**src/rtl/agc_level_detector.sv**
```systemverilog
// Windowed peak-magnitude envelope detector feeding the AGC core.
// Emits one smoothed level per window: instant attack, shifted decay, plus a clip flag.
module agc_level_detector #(
  parameter int WIN_LOG2    = 6,
  parameter int DECAY_SHIFT = 3
) (
  input  logic              clk,
  input  logic              reset_x,
  input  logic signed [7:0] sample_in,
  input  logic              sample_valid,
  output logic [7:0]        level_out,
  output logic              level_valid,
  output logic              clip_flag,
  output logic [7:0]        peak_hold
);

  typedef enum logic {FILL, RUN} state_t;

  localparam logic [WIN_LOG2-1:0] CNT_ONE  = {{(WIN_LOG2-1){1'b0}}, 1'b1};
  localparam logic [WIN_LOG2-1:0] CNT_LAST = '1;

  state_t              state_q, state_d;
  logic [WIN_LOG2-1:0] cnt_q;
  logic [7:0]          env_q;
  logic                clip_q;

  logic [7:0] mag_p0;
  logic       clip_p0;
  logic       close_p0;
  logic [7:0] wp_p0;
  logic [7:0] env_nxt_p0;

  // |x| with the single unrepresentable value 0x80 pinned to 127
  function automatic logic [7:0] sat_mag(input logic signed [7:0] s);
    logic signed [7:0] neg;
    neg = -s;
    if (!s[7])
      return $unsigned(s);
    else if (s[6:0] == 7'd0)
      return 8'd127;
    else
      return $unsigned(neg);
  endfunction

  // Step is at least 1, and never larger than env - wp, so env cannot drop below the peak
  function automatic logic [7:0] env_update(input logic [7:0] env, input logic [7:0] wp);
    logic [7:0] d;
    if (wp >= env)
      return wp;
    d = (env - wp) >> DECAY_SHIFT;
    if (d == 8'd0)
      d = 8'd1;
    return env - d;
  endfunction

  // Stage p0: combinational magnitude, window-close detect and envelope update
  always_comb begin
    mag_p0   = sat_mag(sample_in);
    clip_p0  = ($unsigned(sample_in) == 8'h7F) || ($unsigned(sample_in) == 8'h80);
    close_p0 = sample_valid && (cnt_q == CNT_LAST);
    wp_p0    = (mag_p0 > peak_hold) ? mag_p0 : peak_hold;
  end

  always_comb begin
    state_d    = state_q;
    env_nxt_p0 = wp_p0;
    if (state_q == RUN)
      env_nxt_p0 = env_update(env_q, wp_p0);
    if (close_p0)
      state_d = RUN;
  end

  always_ff @(posedge clk) begin
    if (reset_x)
      state_q <= FILL;
    else
      state_q <= state_d;
  end

  // Stage p1: registered window accumulators and per-window outputs
  always_ff @(posedge clk) begin
    if (reset_x) begin
      cnt_q       <= '0;
      env_q       <= 8'd0;
      clip_q      <= 1'b0;
      peak_hold   <= 8'd0;
      level_out   <= 8'd0;
      level_valid <= 1'b0;
      clip_flag   <= 1'b0;
    end else begin
      level_valid <= 1'b0;
      if (sample_valid) begin
        cnt_q <= cnt_q + CNT_ONE;
        if (close_p0) begin
          env_q       <= env_nxt_p0;
          level_out   <= env_nxt_p0;
          clip_flag   <= clip_q | clip_p0;
          level_valid <= 1'b1;
          peak_hold   <= 8'd0;
          clip_q      <= 1'b0;
        end else begin
          peak_hold <= wp_p0;
          clip_q    <= clip_q | clip_p0;
        end
      end
    end
  end

endmodule

```
**config.mk**
```make
export PLATFORM = sky130hd
export DESIGN_NAME = agc_level_detector
export DESIGN_NICKNAME = d
export VERILOG_FILES = /design/src/rtl/agc_level_detector.sv
export SDC_FILE = /design/constraint.sdc
export NUM_CORES = 1
export LEC_CHECK = 0
export CAP_MARGIN = 20
export CORE_ASPECT_RATIO = 0.7
export CORE_MARGIN = 5
export CORE_UTILIZATION = 56
export DETAILED_ROUTE_END_ITERATION = 7
export PLACE_DENSITY = 0.81
export SETUP_SLACK_MARGIN = 0.15
export SLEW_MARGIN = 20
export SYNTH_ARGS = -nofsm -noshare
export SYNTH_HDL_FRONTEND = slang
export SYNTH_SLANG_ARGS = --single-unit
```
**constraint.sdc**
```tcl
create_clock -name clk -period 10.2 [get_ports clk]
set_clock_uncertainty 0.15 [all_clocks]
set_input_delay 3.06 -clock clk [delete_from_list [all_inputs] [get_ports clk]]
set_output_delay 3.06 -clock clk [all_outputs]
set_load 0.01 [all_outputs]
```
# Word-level counts from Yosys, hierarchy flattened

Index checks and enable logic that the tools add are counted.

Add/subtract/negate cells: 4
Order comparisons: 2
Eq/ne operators: 3
Muxes and demuxes: 14
Bitwise operators: 2
Reductions and logical operators: 6

Operators by type and width:

| operator                                                              | number |
|---|---|
| 8-bit 2-to-1 mux                                                      | 9 |
| 8-bit subtractor                                                      | 2 |
| 8-bit by 7-bit equality test with 1-bit output, second input constant | 1 |
| 8-bit equality test, second input constant                            | 1 |
| 8-bit >= comparator                                                   | 1 |
| 8-bit > comparator                                                    | 1 |
| 8-bit zero test                                                       | 1 |
| 8-bit negator                                                         | 1 |
| 7-bit zero test                                                       | 1 |
| 6-bit by 1-bit adder with 6-bit output, second input constant         | 1 |
| 6-bit equality test, second input constant                            | 1 |
| 5-bit 2-to-1 mux                                                      | 1 |
| 1-bit 2-to-1 mux                                                      | 4 |
| 2-bit AND reduction                                                   | 1 |
| 2-bit OR reduction                                                    | 1 |
| 1-bit logical AND                                                     | 1 |
| 1-bit logical OR                                                      | 1 |
| 1-bit inverter                                                        | 1 |
| 1-bit bitwise OR                                                      | 1 |

Register bits: 26
Input port bits: 11
Output and inout bits: 18
Logic and storage cells: 38

# Logic depth before layout (Yosys ltp)

Word-level depth: 13
Mapped depth: 31

# Worst setup path after synthesis

No wires, ideal clock.

Path kind: in2reg
Start: in sample_in[2]
End: reg env_q[7]
Arrival: 8503 ps
Required time: 9917 ps
Setup slack: 1415 ps
Stages: 28
Buffers on the path: 0
Path through: or3_1 -> or4_1 -> a21oi_1 -> nor2_1 -> ha_1 -> a211o_1 -> a21oi_1 -> nand3_1 -> nand2_2 -> mux2i_1 -> ha_1 -> nor2b_1 -> a311o_1 -> a31oi_1 -> o21ai_0 -> a31oi_1 -> mux2i_1 -> o21ai_0 -> ha_1 -> inv_1 -> a21o_1 -> a21o_1 -> a21oi_1 -> o21bai_1 -> or3_1 -> and2_1 -> o21ai_0 -> a31oi_1

Word-level cells in the longest chain between the ends: 13
Elaborated cells between the ends (all ways): 18

RTL lines:

| what                                             | RTL line | RTL |
|---|---|---|
| start, declared                                  | 9        | `input logic signed [7:0] sample_in,` |
| 8-bit negator or 7-bit zero test (tied branches) | 36, 39   |  |
| 8-bit 2-to-1 mux                                 | 39       | `else if (s[6:0] == 7'd0)` |
| 8-bit 2-to-1 mux *                               | 37       | `if (!s[7])` |
| 8-bit > comparator                               | 61       | `wp_p0 = (mag_p0 > peak_hold) ? mag_p0 : peak_hold;` |
| 8-bit 2-to-1 mux *                               | 61       |  |
| 8-bit subtractor                                 | 50       | `d = (env - wp) >> DECAY_SHIFT;` |
| 8-bit zero test                                  | 51       | `if (d == 8'd0)` |
| 5-bit 2-to-1 mux                                 | 51       |  |
| 8-bit 2-to-1 mux                                 | 50       |  |
| 8-bit 2-to-1 mux                                 | 67       | `if (state_q == RUN)` |
| 8-bit subtractor                                 | 53       | `return env - d;` |
| 8-bit 2-to-1 mux                                 | 50       |  |
| 8-bit 2-to-1 mux *                               | 67       |  |
| end signal, assigned                             | 95       | `env_q <= env_nxt_p0;` |
| end, declared                                    | 24       | `logic [7:0] env_q;` |

Mark *: on every way between the ends. The rest lies on a longest branch, timed or not. The select of a mux whose other input is x is not followed.
A chain may end at the register's enable or synchronous reset.

# Worst setup path in the final report

Same ends and word-level chain as after synthesis.

==> metrics.txt <==
# TYPE chip_impl_metric gauge
chip_impl_metric{name="worst_ep_required_time",unit="ns"} 10.17
chip_impl_metric{name="layout_area_overhead",unit="%"} 18.40
chip_impl_metric{name="grt_max_degree",unit=""} 26
chip_impl_metric{name="synth_largest_type_area_fraction",unit=""} 0.2392
chip_impl_metric{name="initial_core_util",unit=""} 0.5685
chip_impl_metric{name="crit_path_max_fanout",unit=""} 9
chip_impl_info{name="crit_path_start_kind",value="primary input"} 1
chip_impl_metric{name="power_density",unit="nW/um^2"} 143.5
chip_impl_metric{name="seq_area_frac_synth",unit=""} 0.2392
chip_impl_metric{name="initial_antenna_violation_count",unit=""} 0
chip_impl_metric{name="synth_enable_flop_cells",unit=""} 0
chip_impl_metric{name="yosysWarnings",unit=""} 0
chip_impl_metric{name="dr.pass1.iters",unit=""} 4
chip_impl_info{name="cts-root-buf",value="clkbuf_8"} 1
chip_impl_metric{name="routed_wire_length_per_instance",unit="um"} 15.43
chip_impl_info{name="tritoncts",value="done"} 1
chip_impl_metric{name="die_area",unit="sq um"} 5252
chip_impl_metric{name="dpl_cell_area",unit="sq um"} 2469
chip_impl_metric{name="power.net_switching",unit="uW"} 136.0
chip_impl_info{name="crit_path_start",value="sample_in[2]"} 1
chip_impl_metric{name="cts_max_level",unit=""} 1
chip_impl_metric{name="slew-limit-headroom",unit=""} 0.3141
chip_impl_metric{name="stdcell_area",unit="sq um"} 2576
chip_impl_metric{name="final_min_period_over_clock_period",unit=""} 0.9450
chip_impl_metric{name="clock_sink_count",unit=""} 26
chip_impl_metric{name="drt.antenna.violating_nets",unit=""} 0
chip_impl_metric{name="final_standard_cell_utilization_of_the_core",unit=""} 0.6731
chip_impl_metric{name="timing.fmax",unit="GHz"} 0.1037
chip_impl_info{name="grt_setup_unrepaired",value="no"} 1
chip_impl_metric{name="maxCapViolations",unit=""} 0
chip_impl_metric{name="drive_above_1_share",unit=""} 0.07483
chip_impl_info{name="synth.largest_area_cell",value="dfxtp_1"} 1
chip_impl_metric{name="finalHoldViolations",unit=""} 0
chip_impl_info{name="worstHoldPathType",value="flop to flop"} 1
chip_impl_metric{name="fp.dieW",unit="um"} 84.50
chip_impl_metric{name="r2r_cell_count",unit=""} 25
chip_impl_metric{name="final_cell_count_no_fill",unit=""} 346
chip_impl_metric{name="max-vdd-ir-drop",unit="mV"} 0.08791
chip_impl_metric{name="tightestPinTransition",unit="ns"} 1.026
chip_impl_metric{name="floorplan.die.height",unit="um"} 62.15
chip_impl_metric{name="switching_share",unit=""} 0.3680
chip_impl_metric{name="io_pins",unit=""} 29
chip_impl_metric{name="synth.net_count",unit=""} 305
chip_impl_metric{name="power_leakage",unit="nW"} 0.9873
chip_impl_metric{name="overflow",unit=""} 0
chip_impl_info{name="timing_worst_setup_path_type",value="primary input to flop"} 1
chip_impl_info{name="slowest_stage",value="clkdlybuf4s50_1"} 1
chip_impl_metric{name="seq_power_share",unit=""} 0.297
chip_impl_metric{name="syn_area",unit="sq um"} 2176
chip_impl_metric{name="syn_inst",unit=""} 272
chip_impl_metric{name="drc",unit=""} 0
chip_impl_metric{name="final_max_slew_viol_count",unit=""} 0
chip_impl_metric{name="via_count",unit=""} 2036
chip_impl_metric{name="post-dp-hpwl",unit="um"} 4066
chip_impl_metric{name="path_clk_slew",unit="ns"} 0.09
chip_impl_metric{name="detail_routed_via_count_per_cell",unit=""} 5.884
chip_impl_metric{name="grtUsageTotal",unit=""} 0.2099
chip_impl_info{name="setup.worst_path.end",value="env_q[7]"} 1
chip_impl_metric{name="placement_rows",unit=""} 19
chip_impl_metric{name="core",unit="sq um"} 3827
chip_impl_metric{name="final-setup-viol-count",unit=""} 0
chip_impl_metric{name="power.share.combinational",unit=""} 0.470
chip_impl_metric{name="p_total",unit="uW"} 369.6
chip_impl_metric{name="design.final.nets",unit=""} 328
chip_impl_metric{name="yosys_register_bits",unit=""} 26
chip_impl_metric{name="max_stage_delay",unit="ns"} 0.48
chip_impl_metric{name="antenna_cells_inserted",unit=""} 0
chip_impl_metric{name="synth-async-reset-ratio",unit=""} 0
chip_impl_metric{name="internal_power",unit="uW"} 233.6
chip_impl_metric{name="detailedRoute.firstIterationViolations",unit=""} 172
chip_impl_metric{name="cts_buffer_depth",unit=""} 2
chip_impl_info{name="reg2reg_to",value="env_q[7]"} 1
chip_impl_metric{name="clock_power_share",unit=""} 0.233
chip_impl_metric{name="dp_cells",unit=""} 342
chip_impl_metric{name="clk_latency",unit="ns"} 0.28
chip_impl_metric{name="data_arrival_critical_path",unit="ns"} 9.61
chip_impl_metric{name="post_cts_buffers",unit=""} 0
chip_impl_metric{name="place.port_buffers",unit=""} 28
chip_impl_info{name="timing.critical_path.to_type",value="flop"} 1
chip_impl_info{name="run_status",value="complete, no violations"} 1
chip_impl_metric{name="vias_in_the_first_global_route",unit=""} 1992
chip_impl_info{name="netlist_top_cells_area",value="dfxtp_1 24%, ha_1 12%, nor2_1 5.5%"} 1
chip_impl_metric{name="detail_route.wirelength",unit="um"} 5338
chip_impl_metric{name="tns",unit="ns"} 0
chip_impl_metric{name="r2r_setup_slack",unit="ns"} 4.47
chip_impl_metric{name="grt_first_pass_wirelength",unit="um"} 9218
chip_impl_metric{name="post_synth.cell_area_avg",unit="sq um"} 7.999
chip_impl_metric{name="cts_buffers",unit=""} 3
chip_impl_metric{name="final_period_minus_worst_setup_slack",unit="ns"} 9.639
chip_impl_info{name="worstReg2RegStart",value="peak_hold[5]"} 1
chip_impl_metric{name="routabilityCongestion",unit=""} 0.9525
chip_impl_info{name="synth-main-ff-cell",value="dfxtp_1"} 1
chip_impl_metric{name="netlist-cell-type-count",unit=""} 56
registers in the layout (all words and copies together), names as in the netlist:
register and count:
state_q 1, clip_q 1, env_q 8, peak_hold 8, cnt_q 6, clip_flag 1
level_valid 1
cell type report:
cell class / instances / area (sq um)
multi-input combinational: 217 / 1568
fill: 311 / 1251
sequential: 26 / 520.5
timing repair buffer: 28 / 280.3
inverter: 19 / 71.32
tap: 52 / 65.06
clock buffer: 3 / 41.29
clock inverter: 1 / 30.03
logic make-up (layout without fill, tap and decap cells):
logic type / Yosys count / count (layout) / share of synthesized area
simple gates: 98 / 98 / 0.2226
compound gates: 71 / 71 / 0.2317
buf+inv: 29 / 51 / 0.05693
flops: 26 / 26 / 0.2392
fa+ha+maj: 22 / 22 / 0.1300
xor+xnor: 17 / 17 / 0.07706
mux: 9 / 9 / 0.04255
worst max-delay path, delay by kind of cell:
kind / cells / cell delay [ns]
buffers and inverters: 2 / 0.54
AOI/OAI and AO/OA: 15 / 2.97
and+or+nand+nor: 7 / 1.80
adders and majority gates: 3 / 0.79
muxes: 2 / 0.44
what timing repair did:
action                                  CTS  global route
endpoints found under the setup margin    0             4
resized for setup                         0             8
endpoints found under the hold margin     0             0
hold buffers                              0             0
placed cells by master (no fill, tap or decap), types with 3 or more instances in the layout:
cell             Yosys  final
a21o_1               3      3
nor2_1              32     31
xnor2_1             11     11
clkbuf_8             0      3
or3_1                6      6
dfxtp_1             26     26
nand3_1              6      5
o21ai_0             14     14
nor3_1               5      5
inv_1               19     19
clkdlybuf4s50_1      0     28
nand4_1              6      6
and2_1               6      6
and3_1               3      3
a21oi_1             21     19
nand2_1             20     20
a31oi_1              5      3
ha_1                21     21
mux2i_1              7      6
xor2_1               5      5
power groups by stage:
stage / sequential (mW) / clock (mW) / combinational [mW]
after floorplan: 0.112 / 0 / 0.127
after global placement: 0.112 / 0 / 0.160
after detailed placement: 0.112 / 0 / 0.163
after CTS: 0.110 / 0.0881 / 0.165
after global routing: 0.111 / 0.0929 / 0.193
final: 0.110 / 0.0861 / 0.174
metal layers:
layer | GRT usage | share of wire | up-vias
li1 | - | - | 1021
met1 | 0.3028 | 0.49 | 938
met2 | 0.3066 | 0.42 | 64
met3 | 0.04756 | 0.062 | 13
met4 | 0.06917 | 0.023 | 0
met5 | 0 | 0 | -
how the worst min path moves through the flow:
stage	from	to	slack (ns)	cells after the start
2_1_floorplan	clip_q	clip_q	0.31	2
3_3_place_gp	peak_hold[4]	peak_hold[4]	0.33	2
3_5_place_dp	peak_hold[4]	peak_hold[4]	0.34	2
4_1_cts	peak_hold[4]	peak_hold[4]	0.35	2
5_1_grt	clip_flag	clip_flag	0.39	2
6_report	peak_hold[4]	peak_hold[4]	0.35	2
Yosys cell counts (2+ instances only):
library cell / instances
ha_1: 21
nand4_1: 6
and2_1: 6
inv_1: 19
nand3_1: 6
o21ai_0: 14
nor3_1: 5
nand2_1: 20
and3_1: 3
a31oi_1: 5
or3_1: 6
xnor2_1: 11
dfxtp_1: 26
xor2_1: 5
a311oi_1: 2
a211oi_1: 2
nand2b_1: 2
a21o_1: 3
mux2_2: 2
clkbuf_1: 8
buf_6: 2
mux2i_1: 7
o311ai_0: 2
nor2_1: 32
nor2b_1: 2
o31ai_1: 2
o22a_1: 2
o21bai_1: 2
a21oi_1: 21
o21a_1: 2
per-stage QoR:
step,hold slack [ns],worst slack [ns]
detailed placement,0.3395,0.09631
global route,0.3945,0.1966
global placement,0.3292,0.5159
finish,0.3544,0.5612
CTS,0.3535,0.3898
floorplan,0.3148,1.415
No activity file was read; power rests on OpenSTA's default activity.
